==> config.mk <==
export PLATFORM = sky130hd
export DESIGN_NAME = cache_da_mst
export DESIGN_NICKNAME = d
export VERILOG_FILES = /design/src/rtl/cache_da_mst.sv
export SDC_FILE = /design/constraint.sdc
export NUM_CORES = 1
export LEC_CHECK = 0
export BUFFER_PORTS_ARGS = -buffer_cell sky130_fd_sc_hd__buf_2
export CAP_MARGIN = 20
export CORE_AREA = 4 4 175 177
export DETAILED_ROUTE_END_ITERATION = 10
export DIE_AREA = 0 0 179 181
export SLEW_MARGIN = 30
export SYNTH_ARGS = -nofsm -noshare
export SYNTH_HDL_FRONTEND = slang
export SYNTH_SLANG_ARGS = --single-unit
==> constraint.sdc <==
create_clock -name clk -period 4.45 [get_ports clk]
set_input_delay 0 -clock clk [delete_from_list [all_inputs] [get_ports clk]]
set_output_delay 0 -clock clk [all_outputs]
set_load 0.01 [all_outputs]
==> src/rtl/cache_da_mst.sv <==
// cache_da_mst: cache debug-access sweep initiator issuing single-beat OURS ring reads/writes.
// Optional response watchdog enabled by defining CACHE_DA_MST_TIMEOUT_EN.
package oursring_pkg;
    localparam int RING_ADDR_W = 40;
    localparam int RING_DATA_W = 64;
    localparam int RING_TID_W  = 8;

    typedef struct packed {
        logic [RING_TID_W-1:0]  arid;
        logic [RING_ADDR_W-1:0] araddr;
        logic [7:0]             arlen;
        logic [2:0]             arsize;
        logic [1:0]             arburst;
    } oursring_req_if_ar_t;

    typedef struct packed {
        logic [RING_TID_W-1:0]  awid;
        logic [RING_ADDR_W-1:0] awaddr;
        logic [7:0]             awlen;
        logic [2:0]             awsize;
        logic [1:0]             awburst;
    } oursring_req_if_aw_t;

    typedef struct packed {
        logic [RING_DATA_W-1:0]   wdata;
        logic [RING_DATA_W/8-1:0] wstrb;
        logic                     wlast;
    } oursring_req_if_w_t;

    typedef struct packed {
        logic [RING_TID_W-1:0]  rid;
        logic [RING_DATA_W-1:0] rdata;
        logic [1:0]             rresp;
    } oursring_resp_if_r_t;

    typedef struct packed {
        logic [RING_TID_W-1:0] bid;
        logic [1:0]            bresp;
    } oursring_resp_if_b_t;
endpackage

module cache_da_mst
    import oursring_pkg::*;
#(
    parameter int RING_ADDR_WIDTH     = 40,
    parameter int RING_DATA_WIDTH     = 64,
    parameter int TID_WIDTH           = 8,
    parameter int WAY_ID_WIDTH        = 2,
    parameter int DATA_CHUNK_ID_WIDTH = 2,
    parameter int BANK_INDEX_WIDTH    = 9,
    parameter logic [RING_ADDR_WIDTH-1:0] BASE_ADDR = '0,
    parameter int TIMEOUT_CYCLES      = 1024
) (
    input  logic                           clk,
    input  logic                           rst,
    input  logic                           cmd_valid,
    output logic                           cmd_ready,
    input  logic                           cmd_rw,
    input  logic [2:0]                     cmd_target,
    input  logic [WAY_ID_WIDTH-1:0]        cmd_way,
    input  logic [DATA_CHUNK_ID_WIDTH-1:0] cmd_chunk,
    input  logic [BANK_INDEX_WIDTH-1:0]    cmd_index,
    input  logic [15:0]                    cmd_len,
    input  logic [RING_DATA_WIDTH-1:0]     cmd_wdata,
    output logic                           ring_req_if_arvalid,
    input  logic                           ring_req_if_arready,
    output oursring_req_if_ar_t            ring_req_if_ar,
    output logic                           ring_req_if_awvalid,
    input  logic                           ring_req_if_awready,
    output oursring_req_if_aw_t            ring_req_if_aw,
    output logic                           ring_req_if_wvalid,
    input  logic                           ring_req_if_wready,
    output oursring_req_if_w_t             ring_req_if_w,
    input  logic                           ring_resp_if_rvalid,
    output logic                           ring_resp_if_rready,
    input  oursring_resp_if_r_t            ring_resp_if_r,
    input  logic                           ring_resp_if_bvalid,
    output logic                           ring_resp_if_bready,
    input  oursring_resp_if_b_t            ring_resp_if_b,
    output logic                           rsp_valid,
    input  logic                           rsp_ready,
    output logic [RING_DATA_WIDTH-1:0]     rsp_data,
    output logic [1:0]                     rsp_resp,
    output logic                           rsp_last,
    output logic                           busy
);
    localparam int PW = WAY_ID_WIDTH + DATA_CHUNK_ID_WIDTH + BANK_INDEX_WIDTH;

    typedef enum logic [1:0] {IDLE, ADDR, WAIT, OUT} state_e;

    state_e                       state_q;
    logic                         rw_q;
    logic [2:0]                   target_q;
    logic [PW-1:0]                pos_q;
    logic [15:0]                  remain_q;
    logic [RING_DATA_WIDTH-1:0]   wdata_q;
    logic [TID_WIDTH-1:0]         tid_q;
    logic                         arvalid_q, awvalid_q, wvalid_q, rready_q, bready_q;
    logic                         rsp_valid_q, rsp_last_q;
    logic [RING_DATA_WIDTH-1:0]   rsp_data_q;
    logic [1:0]                   rsp_resp_q;
    logic [RING_ADDR_WIDTH-1:0]   addr;
    logic                         r_hit, b_hit, issued;
    logic [1:0]                   hit_resp;

`ifdef CACHE_DA_MST_TIMEOUT_EN
    localparam logic IDLE_RDY = 1'b1;
    localparam int   WD_W     = $clog2(TIMEOUT_CYCLES + 1);
    logic [WD_W-1:0] wdog_q;
`else
    localparam logic IDLE_RDY = 1'b0;
`endif

    assign addr      = BASE_ADDR | RING_ADDR_WIDTH'({target_q, pos_q, 3'b000});
    // A response on either channel only completes the access when its id matches the live tid.
    assign r_hit     = ring_resp_if_rvalid && rready_q && !rw_q && ring_resp_if_r.rid == tid_q;
    assign b_hit     = ring_resp_if_bvalid && bready_q && rw_q && ring_resp_if_b.bid == tid_q;
    assign hit_resp  = r_hit ? ring_resp_if_r.rresp : ring_resp_if_b.bresp;
    assign issued    = (!arvalid_q || ring_req_if_arready) && (!awvalid_q || ring_req_if_awready) &&
                       (!wvalid_q || ring_req_if_wready);
    assign cmd_ready = state_q == IDLE;
    assign busy      = state_q != IDLE;
    assign ring_req_if_arvalid = arvalid_q;
    assign ring_req_if_awvalid = awvalid_q;
    assign ring_req_if_wvalid  = wvalid_q;
    assign ring_resp_if_rready = rready_q;
    assign ring_resp_if_bready = bready_q;
    assign rsp_valid = rsp_valid_q;
    assign rsp_data  = rsp_data_q;
    assign rsp_resp  = rsp_resp_q;
    assign rsp_last  = rsp_last_q;

    always_comb begin
        ring_req_if_ar        = '0;
        ring_req_if_ar.arid   = tid_q;
        ring_req_if_ar.araddr = addr;
        ring_req_if_aw        = '0;
        ring_req_if_aw.awid   = tid_q;
        ring_req_if_aw.awaddr = addr;
        ring_req_if_w         = '0;
        ring_req_if_w.wdata   = wdata_q;
        ring_req_if_w.wstrb   = '1;
        ring_req_if_w.wlast   = 1'b1;
    end

    always_ff @(posedge clk) begin
        if (rst) begin
            state_q     <= IDLE;
            rw_q        <= 1'b0;
            target_q    <= '0;
            pos_q       <= '0;
            remain_q    <= '0;
            wdata_q     <= '0;
            tid_q       <= '0;
            arvalid_q   <= 1'b0;
            awvalid_q   <= 1'b0;
            wvalid_q    <= 1'b0;
            rready_q    <= 1'b0;
            bready_q    <= 1'b0;
            rsp_valid_q <= 1'b0;
            rsp_data_q  <= '0;
            rsp_resp_q  <= '0;
            rsp_last_q  <= 1'b0;
`ifdef CACHE_DA_MST_TIMEOUT_EN
            wdog_q      <= '0;
`endif
        end else begin
            case (state_q)
                IDLE: begin
                    rready_q <= IDLE_RDY;
                    bready_q <= IDLE_RDY;
                    if (cmd_valid) begin
                        rw_q      <= cmd_rw;
                        target_q  <= cmd_target;
                        pos_q     <= {cmd_way, cmd_chunk, cmd_index};
                        remain_q  <= cmd_len;
                        wdata_q   <= cmd_wdata;
                        arvalid_q <= !cmd_rw;
                        awvalid_q <= cmd_rw;
                        wvalid_q  <= cmd_rw;
                        rready_q  <= 1'b0;
                        bready_q  <= 1'b0;
                        state_q   <= ADDR;
                    end
                end
                ADDR: begin
                    if (ring_req_if_arready) arvalid_q <= 1'b0;
                    if (ring_req_if_awready) awvalid_q <= 1'b0;
                    if (ring_req_if_wready) wvalid_q <= 1'b0;
                    if (issued) begin
                        rready_q <= 1'b1;
                        bready_q <= 1'b1;
                        state_q  <= WAIT;
`ifdef CACHE_DA_MST_TIMEOUT_EN
                        wdog_q   <= '0;
`endif
                    end
                end
                WAIT: begin
`ifdef CACHE_DA_MST_TIMEOUT_EN
                    wdog_q <= wdog_q + WD_W'(1);
`endif
                    if (r_hit || b_hit) begin
                        rready_q    <= 1'b0;
                        bready_q    <= 1'b0;
                        rsp_valid_q <= 1'b1;
                        rsp_data_q  <= r_hit ? ring_resp_if_r.rdata : '0;
                        rsp_resp_q  <= hit_resp;
                        rsp_last_q  <= remain_q == 16'd0 || hit_resp != 2'b00;
                        state_q     <= OUT;
                    end
`ifdef CACHE_DA_MST_TIMEOUT_EN
                    else if (wdog_q == WD_W'(TIMEOUT_CYCLES - 1)) begin
                        rready_q    <= 1'b0;
                        bready_q    <= 1'b0;
                        rsp_valid_q <= 1'b1;
                        rsp_data_q  <= '0;
                        rsp_resp_q  <= 2'b10;
                        rsp_last_q  <= 1'b1;
                        state_q     <= OUT;
                    end
`endif
                end
                OUT: begin
                    if (rsp_ready) begin
                        rsp_valid_q <= 1'b0;
                        if (rsp_last_q) begin
                            state_q <= IDLE;
                        end else begin
                            remain_q  <= remain_q - 16'd1;
                            pos_q     <= pos_q + PW'(1);
                            tid_q     <= tid_q + TID_WIDTH'(1);
                            arvalid_q <= !rw_q;
                            awvalid_q <= rw_q;
                            wvalid_q  <= rw_q;
                            state_q   <= ADDR;
                        end
                    end
                end
            endcase
        end
    end
endmodule
==> flow_metrics.py, run 1 <==
metrics = {
    "placed_design": {
        "place.gp.congestion": 0.790,
        "io_buffers": 376,
        "dp_hpwl_um": 19600,
        "dpl_cell_area_um2": 9740,
    },
    "floorplanning": {
        "coreArea_um2": 29200,
        "die-height_um": 181,
        "die_w_um": 179,
        "initial_core_util": 0.276,
        "die-area_um2": 32400,
        "num_rows": 63,
        "io_pins": 460,
    },
    "pwr": {
        "clkPwrFrac": 0.274,
        "seqPwrFrac": 0.376,
        "vdd_ir_drop_max_mv": 0.209,
        "p_comb_frac": 0.351,
        "swShare": 0.392,
        "p_leak_nw": 5.54,
        "p_int_mw": 3.36,
        "p_sw_mw": 2.17,
        "total_power_mw": 5.53,
        "pwr_density_cell_nw_per_um2": 462,
    },
    "detailed_routing": {
        "drcViolationCount": 0,
        "drtIter0Drc": 491,
        "via_per_inst": 4.51,
        "post_drt_wl_per_cell_um": 15.1,
        "finalWirelength_um": 28300,
        "antenna_left": 0,
        "vias": 8438,
        "drt-pass1-iter-count": 4,
    },
    "cells_and_area": {
        "area_growth_syn_to_layout_pct": 48.3,
        "fillCellCount": 2875,
        "nets": 1666,
        "fin_area_um2": 12000,
        "final_layout_size_suffix_gt1_frac": 0.288,
    },
    "worst_setup_path": {
        "path_cells": "xor2_1 -> nor3_1 -> nand3_1 -> nor2_4 -> buf_4 -> a22oi_1 -> nor2_1",
        "critPathBufInv": 1,
        "max_stage_delay_ns": 0.75,
        "cp_top_family": "simple AND/OR/NAND/NOR gates",
        "end_kind": "register",
        "critPathSlowestCell": "nor2_4",
        "crit_required_ns": 4.81,
        "path_class": "reg -> reg",
        "crit_arrival_ns": 3.22,
        "start_kind": "register",
        "crit_path_max_fanout": 33,
    },
    "clock_network": {
        "max-clock-path-buffers": 2,
        "cts_tree": "done",
        "cts.clk_slew.worst_paths_ns": 0.08,
        "cts_root_buffer": "clkbuf_16",
        "numCtsBuffers": 17,
        "cts_sinks": 179,
        "clk_latency_ns": 0.43,
        "cts_setup_buffers": 0,
        "htreeDepth": 4,
    },
    "yosys": {
        "ys_ff_latch": 179,
        "synth_area_leaders": "dfxtp_1 (44%), buf_4 (10%), nand2_1 (8.1%)",
        "synth_edf_count": 0,
        "syn_inst": 994,
        "synth_seq_area_share": 0.443,
        "synth_flop_cell": "dfxtp_1",
        "synthTopCellsByCount": "dfxtp_1 (179), nand2_1 (175), buf_4 (108)",
        "syn_area_per_cell_um2": 8.13,
        "yosys.area.top_type": "dfxtp_1",
        "synth.distinct_cells": 51,
        "synthesis.area_um2": 8080,
        "yosys_warnings": 0,
        "synth_top_area_share": 0.443,
        "async_reset_ff_frac": 0,
        "yosys.cell_count.top_type": "dfxtp_1",
    },
    "global_route": {
        "grt_overflow": 0,
        "grt_max_degree": 103,
        "first_global_vias": 7908,
        "grt_use_total": 0.164,
        "grt_pass1_wl_um": 42800,
        "antenna_found_initial": 2,
    },
    "timing": {
        "hold_violations": 0,
        "worst_pin_slew_ns": 0.853,
        "setup_viol": 0,
        "hold_slack_ns": 0.0327,
        "finalMaxSlewViolations": 0,
        "fmax_mhz": 350,
        "maxSlewHeadroom": 0.427,
        "fin_tns_setup_ns": 0,
        "min_period_ns": 2.85,
        "timing.final.crit_share": 0.641,
        "fin_skew_ns": 0.0119,
        "rsz0062_at_grt": "false",
    },
    "job": {
        "max_cap_violations": 0,
    },
    "min_path": {
        "hp-class": "in -> reg",
    },
    "run_status": {
        "outcome": "finished clean",
    },
}
==> tightest hold or removal path, delay by kind of cell <==
family / cells / cell delay [ns]
AO/OA/AOI/OAI: 1 / 0.07
buffers and inverters: 2 / 0.16
multiplexers: 1 / 0.11
AND/OR/NAND/NOR: 1 / 0.08
==> cells in the final DEF (no fill, tap or decap), drive strengths merged, types with 4 or more instances in the layout <==
cell         instances
buf                385
dfxtp              179
nand2              175
dlygate4sd3        165
nor2               105
a21oi              101
conb                83
a22oi               68
inv                 26
o21ai               20
a211oi              17
clkbuf              17
nand3               17
xor2                12
o22ai               11
xnor2               11
nor3                10
ha                   8
mux2i                6
and3                 6
clkinv               6
nand2b               5
a31oi                5
nand4                4
==> through the flow <==
stage / worst slack (ns) / util / instances
3_3_place_gp: 1.78 / 0.333 / 1674
6_report: 1.60 / 0.410 / 1872
4_1_cts: 1.65 / 0.410 / 1871
2_1_floorplan: 2.37 / - / 1075
3_5_place_dp: 1.67 / 0.333 / 1674
5_1_grt: 1.41 / 0.410 / 1872
==> logic make-up (layout without fill, tap and decap cells) <==
family,count (synthesis),in the layout,synth area share
DFF,179,179,0.443
buffers and inverters,193,599,0.146
other,2,84,0.000929
xor gates and xnor gates,23,23,0.0249
AOI/OAI and AO/OA,243,243,0.189
and+or+nand+nor,340,340,0.177
muxes,6,6,0.00743
adders and majority gates,8,8,0.0124
==> power by group through the flow <==
stage	combinational, mW	clock [mW]	sequential (mW)
floorplan	1.24	0	2.15
global placement	1.80	0	2.10
detailed placement	1.83	0	2.11
CTS	1.94	1.57	2.07
global route	2.16	1.64	2.11
finish	1.94	1.51	2.08
==> worst paths after layout <==
kind,from,to,slack [ns],cells past startpoint
setup / recovery,tid_q[0]$_SDFFE_PP0P_,rsp_data[34]$_SDFFE_PP0P_,1.60,7
hold / removal,ring_req_if_wready,ring_req_if_wvalid$_SDFFE_PP0P_,0.03,5
setup reg to reg,tid_q[0]$_SDFFE_PP0P_,rsp_data[34]$_SDFFE_PP0P_,1.60,7
hold reg to reg,wdata_q[11]$_SDFFE_PP0P_,wdata_q[11]$_SDFFE_PP0P_,0.45,2
==> flip-flops by register name (all words and copies together), names as in the netlist, 2 cells and up <==
signal and cells:
rsp_data 64, wdata_q 64, remain_q 16, pos_q 13, tid_q 8, target_q 3
rsp_resp 2, state_q 2
==> area by class of cell <==
cell class / count / area [um^2] / area share
well taps: 390 / 488 / 0.0407
multi-input cells: 703 / 3640 / 0.304
clock inverters: 15 / 160 / 0.0134
clock buffers: 17 / 425 / 0.0355
repair buffers: 550 / 3620 / 0.302
inverters: 17 / 63.8 / 0.00533
flip-flops and latches: 179 / 3580 / 0.299
diodes: 1 / 2.50 / 0.000209
==> metal layers <==
layer / GRT usage / share of wire / routed length, um
met4: 0.0504 / 0.019 / 550
met2: 0.279 / 0.49 / 13800
met5: 0 / 0.00046 / 13
met3: 0.0456 / 0.076 / 2140
met1: 0.202 / 0.42 / 11900
==> what timing repair did <==
action | 4_1_cts | 5_1_grt
endpoints found under the hold margin | 165 | 0
hold buffers | 165 | 0
gates resized for setup | 0 | 0
(Power assumes the default switching activity.)
==> run 2: changes to the inputs <==
- clock period: 4.45 -> 2.75 ns (I/O delays scaled with it)
==> flow_metrics.py, run 2 (synthesized netlist as in run 1, its figures left out) <==
metrics = {
    "timing": {
        "layout_setup_ws_ns": 0.274,
        "hold_violations": 0,
        "rsz0062_at_grt": "false",
        "fin_tns_setup_ns": 0,
        "hold_slack_ns": 0.139,
        "setup_viol": 0,
        "timing.final.crit_share": 0.900,
        "maxSlewHeadroom": 0.548,
        "worst_pin_slew_ns": 0.679,
        "fmax_mhz": 404,
        "min_period_ns": 2.48,
        "fin_skew_ns": 0.00881,
        "finalMaxSlewViolations": 0,
    },
    "clock_network": {
        "cts.clk_slew.worst_paths_ns": 0.08,
        "cts_resized": 0,
        "numCtsBuffers": 17,
        "htreeDepth": 4,
        "clk_latency_ns": 0.43,
        "max-clock-path-buffers": 2,
        "cts_sinks": 179,
        "cts_root_buffer": "clkbuf_16",
        "cts_tree": "done",
    },
    "detailed_routing": {
        "drt-pass1-iter-count": 5,
        "drtIter0Drc": 371,
        "antenna_left": 0,
        "post_drt_wl_per_cell_um": 15.2,
        "finalWirelength_um": 28900,
        "drcViolationCount": 0,
        "dr.max_layer_used": "met5",
        "via_per_inst": 4.49,
        "dr_wl_met2_um": 13500,
        "vias": 8540,
        "m1WireLength_um": 11600,
        "route.met3.wl_um": 2790,
    },
    "placed_design": {
        "post-place-cells": 1682,
        "dpl_cell_area_um2": 9840,
        "post-place-ws_ns": 0.348,
        "io_buffers": 376,
        "place.gp.congestion": 0.778,
        "dp_hpwl_um": 19700,
    },
    "worst_setup_path": {
        "crit_arrival_ns": 2.79,
        "critPathSlowestCell": "dfxtp_1",
        "rrSetupSlack_ns": 0.27,
        "crit_required_ns": 3.06,
        "reg2reg_depth": 7,
        "reg2reg_to": "rsp_data[31]$_SDFFE_PP0P_",
        "start_kind": "register",
        "end_kind": "register",
        "path_class": "reg -> reg",
        "crit_path_max_fanout": 35,
        "path_cells": "xnor2_1 -> nand4_1 -> or4_4 -> a21o_2 -> buf_4 -> a22oi_1 -> nor2_1",
        "worstReg2RegStart": "tid_q[2]$_SDFFE_PP0P_",
        "max_stage_delay_ns": 0.52,
    },
    "floorplanning": {
        "die_w_um": 179,
        "die-area_um2": 32400,
        "coreArea_um2": 29200,
        "io_pins": 460,
        "num_rows": 63,
        "die-height_um": 181,
        "initial_core_util": 0.276,
    },
    "job": {
        "max_cap_violations": 0,
    },
    "pwr": {
        "p_leak_nw": 5.72,
        "total_power_mw": 9.14,
        "pwr_density_cell_nw_per_um2": 743,
        "vdd_ir_drop_max_mv": 0.484,
    },
    "cells_and_area": {
        "final_common_cell": "buf_2",
        "fin_area_um2": 12300,
        "final_layout_size_suffix_gt1_frac": 0.288,
        "finalNonFillerCells": 1901,
        "fillCellCount": 2835,
        "final_util": 0.421,
        "area_growth_syn_to_layout_pct": 52.3,
        "nets": 1695,
        "final_cell_mix": "buf_2 (375), dlygate4sd3_1 (186), dfxtp_1 (179)",
    },
    "min_path": {
        "hp-class": "in -> reg",
        "min_from": "ring_resp_if_r[0]",
        "worstHoldEndpoint": "rsp_last$_SDFFE_PP0P_",
        "min_path_cells": 4,
    },
    "global_route": {
        "grt_max_degree": 81,
        "first_global_vias": 8295,
        "grt_overflow": 0,
        "grt_pass1_wl_um": 44500,
        "antenna_found_initial": 1,
        "grt_use_total": 0.171,
    },
    "run_status": {
        "outcome": "finished clean",
    },
}
==> run 2: changes by cell type in the layout (fill, tap and decap cells not counted), sizes merged <==
| cell | before | now |
|---|---|---|
| buf | 385 | 393 |
| bufinv | 0 | 1 |
| clkbuf | 17 | 18 |
| clkinv | 6 | 3 |
| clkinvlp | 0 | 2 |
| dlygate4sd3 | 165 | 186 |
| inv | 26 | 25 |
==> run 2: where the power goes <==
part / leakage (nW) / total [mW] / switching, mW / internal, mW
clock: 0.288 / 2.52 / 1.20 / 1.32
sequential: 1.46 / 3.35 / 0.360 / 2.99
combinational: 3.97 / 3.27 / 1.92 / 1.35
==> run 2: how the worst max path moves through the flow <==
stage                                end  cells after the start                  start  slack, ns
3_3_place_gp   rsp_data[37]$_SDFFE_PP0P_                      7  tid_q[1]$_SDFFE_PP0P_       0.38
4_1_cts        rsp_data[51]$_SDFFE_PP0P_                      7  tid_q[2]$_SDFFE_PP0P_       0.34
2_1_floorplan  rsp_data[46]$_SDFFE_PP0P_                      9  tid_q[1]$_SDFFE_PP0P_       0.67
5_1_grt        rsp_data[31]$_SDFFE_PP0P_                      7  tid_q[6]$_SDFFE_PP0P_       0.16
3_5_place_dp   rsp_data[24]$_SDFFE_PP0P_                      7  tid_q[2]$_SDFFE_PP0P_       0.35
6_report       rsp_data[31]$_SDFFE_PP0P_                      7  tid_q[2]$_SDFFE_PP0P_       0.27
==> run 2: repair_timing <==
action / CTS / global route
hold buffers: 186 / 0
endpoints found under the setup margin: 0 / 0
setup buffers: 0 / 0
hold endpoints to repair: 166 / 0
==> run 2: critical path: cells and delay by family, from the launching register on <==
family                    cells  cell delay (ns)
xor gates and xnor gates      1             0.17
DFF                           1             0.52
and+or+nand+nor               3             0.62
buffers and inverters         1             0.32
AOI/OAI and AO/OA             2             0.70
==> run 2: layer usage <==
metal / GRT usage / vias to the layer above
met4: 0.0718 / 2
met2: 0.284 / 373
met3: 0.0567 / 48
li1: - / 4193
met5: 0 / -
met1: 0.200 / 3924
==> run 2: cell type report <==
class | count | area [um^2] | share of cell area
multi-input cells | 703 | 3640 | 0.296
diodes | 1 | 2.50 | 0.000203
repair buffers | 579 | 3930 | 0.319
inverters | 17 | 63.8 | 0.00519
well taps | 390 | 488 | 0.0397
clock buffers | 18 | 439 | 0.0357
clock inverters | 14 | 161 | 0.0131
flip-flops and latches | 179 | 3580 | 0.291
==> run 3: changes to the inputs <==
- BUFFER_PORTS_ARGS: -buffer_cell sky130_fd_sc_hd__buf_2 -> -buffer_cell sky130_fd_sc_hd__clkbuf_2
- RECOVER_POWER: default -> 25
- clock period: 2.75 -> 2.7 ns (I/O delays scaled with it)
==> flow_metrics.py, run 3 (synthesized netlist as in run 1, its figures left out) <==
metrics = {
    "run_status": {
        "outcome": "finished clean",
    },
    "cells_and_area": {
        "final_util": 0.416,
        "final_common_cell": "clkbuf_2",
        "fin_area_um2": 12200,
        "fillCellCount": 2885,
        "final_layout_size_suffix_gt1_frac": 0.228,
        "final_cell_mix": "clkbuf_2 (284), dlygate4sd3_1 (183), dfxtp_1 (179)",
        "area_growth_syn_to_layout_pct": 50.5,
        "nets": 1692,
    },
    "placed_design": {
        "post-place-ws_ns": 0.344,
        "io_buffers": 376,
        "place.gp.congestion": 0.846,
        "dp_hpwl_um": 19700,
        "dpl_cell_area_um2": 9860,
    },
    "timing": {
        "fin_skew_ns": 0.00988,
        "min_period_ns": 2.41,
        "hold_violations": 0,
        "layout_setup_ws_ns": 0.288,
        "worst_pin_slew_ns": 0.567,
        "finalMaxSlewViolations": 0,
        "maxSlewHeadroom": 0.622,
        "fin_tns_setup_ns": 0,
        "setup_viol": 0,
        "rsz0062_at_grt": "false",
        "hold_slack_ns": 0.0503,
        "fmax_mhz": 415,
        "timing.final.crit_share": 0.893,
    },
    "job": {
        "max_cap_violations": 0,
    },
    "detailed_routing": {
        "drcViolationCount": 0,
        "vias": 8489,
        "post_drt_wl_per_cell_um": 15.1,
        "drt-pass1-iter-count": 5,
        "via_per_inst": 4.47,
        "antenna_left": 0,
        "finalWirelength_um": 28700,
        "drtIter0Drc": 359,
    },
    "worst_setup_path": {
        "critPathSlowestCell": "dlygate4sd3_1",
        "path_cells": "inv_1 -> ha_1 -> buf_4 -> and2_2 -> buf_12 -> nand2_1 -> a21oi_1 -> dlygate4sd3_1",
        "path_class": "reg -> reg",
        "crit_arrival_ns": 2.78,
        "end_kind": "register",
        "crit_required_ns": 3.06,
        "start_kind": "register",
        "max_stage_delay_ns": 0.57,
        "crit_path_max_fanout": 65,
    },
    "pwr": {
        "p_leak_nw": 5.29,
        "vdd_ir_drop_max_mv": 0.533,
        "pwr_density_cell_nw_per_um2": 756,
    },
    "global_route": {
        "first_global_vias": 8251,
        "grt_pass1_wl_um": 44000,
        "grt_overflow": 0,
        "grt_use_total": 0.169,
        "grt_max_degree": 79,
        "antenna_found_initial": 1,
    },
    "clock_network": {
        "htreeDepth": 4,
        "cts_root_buffer": "clkbuf_16",
        "max-clock-path-buffers": 2,
        "cts_setup_buffers": 0,
        "cts_sinks": 179,
        "cts.clk_slew.worst_paths_ns": 0.07,
        "cts_tree": "done",
        "clk_latency_ns": 0.42,
        "numCtsBuffers": 17,
    },
    "floorplanning": {
        "die-height_um": 181,
        "num_rows": 63,
        "die_w_um": 179,
        "io_pins": 460,
        "die-area_um2": 32400,
        "coreArea_um2": 29200,
        "initial_core_util": 0.276,
    },
    "min_path": {
        "hp-class": "in -> reg",
    },
}
-- run 3: changes by cell type in the layout (fill, tap and decap cells not counted), moves of 3 or more --
cell           before  now
buf_2             375    0
clkbuf_1            0   92
clkbuf_2            0  284
dlygate4sd3_1     186  183
-- run 3: worst paths after layout --
check                                   to                     start  slack, ns  depth (start not counted)
setup / recovery  wdata_q[58]$_SDFFE_PP0P_   state_q[0]$_SDFFE_PP0P_       0.29                          8
hold / removal    rsp_resp[0]$_SDFFE_PP0P_         ring_resp_if_r[0]       0.05                          3
setup reg to reg  wdata_q[58]$_SDFFE_PP0P_   state_q[0]$_SDFFE_PP0P_       0.29                          8
hold reg to reg   wdata_q[40]$_SDFFE_PP0P_  wdata_q[40]$_SDFFE_PP0P_       0.45                          2
-- run 3: power by group --
group	total (mW)	internal (mW)	switching, mW	leakage, nW
logic	3.28	1.32	1.96	3.56
registers	3.43	3.05	0.382	1.46
clock network	2.49	1.34	1.15	0.276
-- run 3: worst max-delay path: cells and delay by family, from the launching register on --
family,cells,cell delay [ns]
and+or+nand+nor,2,0.42
AOI/OAI and AO/OA,1,0.18
DFF,1,0.34
buffers and inverters,4,1.15
adders and majority gates,1,0.18
-- run 3: area by class of cell --
cell class / instances / area, um^2 / share of cell area
repair buffers: 576 / 3810 / 0.313
multi-input cells: 703 / 3640 / 0.299
flip-flops and latches: 179 / 3580 / 0.295
well taps: 390 / 488 / 0.0401
clock buffers: 20 / 457 / 0.0375
clock inverters: 12 / 121 / 0.00998
inverters: 17 / 63.8 / 0.00525
diodes: 1 / 2.50 / 0.000206
-- run 3: per-layer routing --
layer | track usage | routed length, um | up-vias
met5 | 0 | 0 | -
met4 | 0.0525 | 663 | 0
met3 | 0.0477 | 2100 | 24
met2 | 0.292 | 14100 | 334
met1 | 0.200 | 11800 | 3935
li1 | - | - | 4196
-- run 3: repair_timing --
action,4_1_cts,5_1_grt
hold buffers,183,0
endpoints found under the setup margin,0,0
endpoints found under the hold margin,169,0
resized for setup,0,0
-- run 3: stage by stage --
step,instances,power (mW)
after floorplan,1075,5.57
after global placement,1682,6.49
after detailed placement,1682,6.54
after CTS,1897,9.33
after global routing,1898,9.85
final,1898,9.20
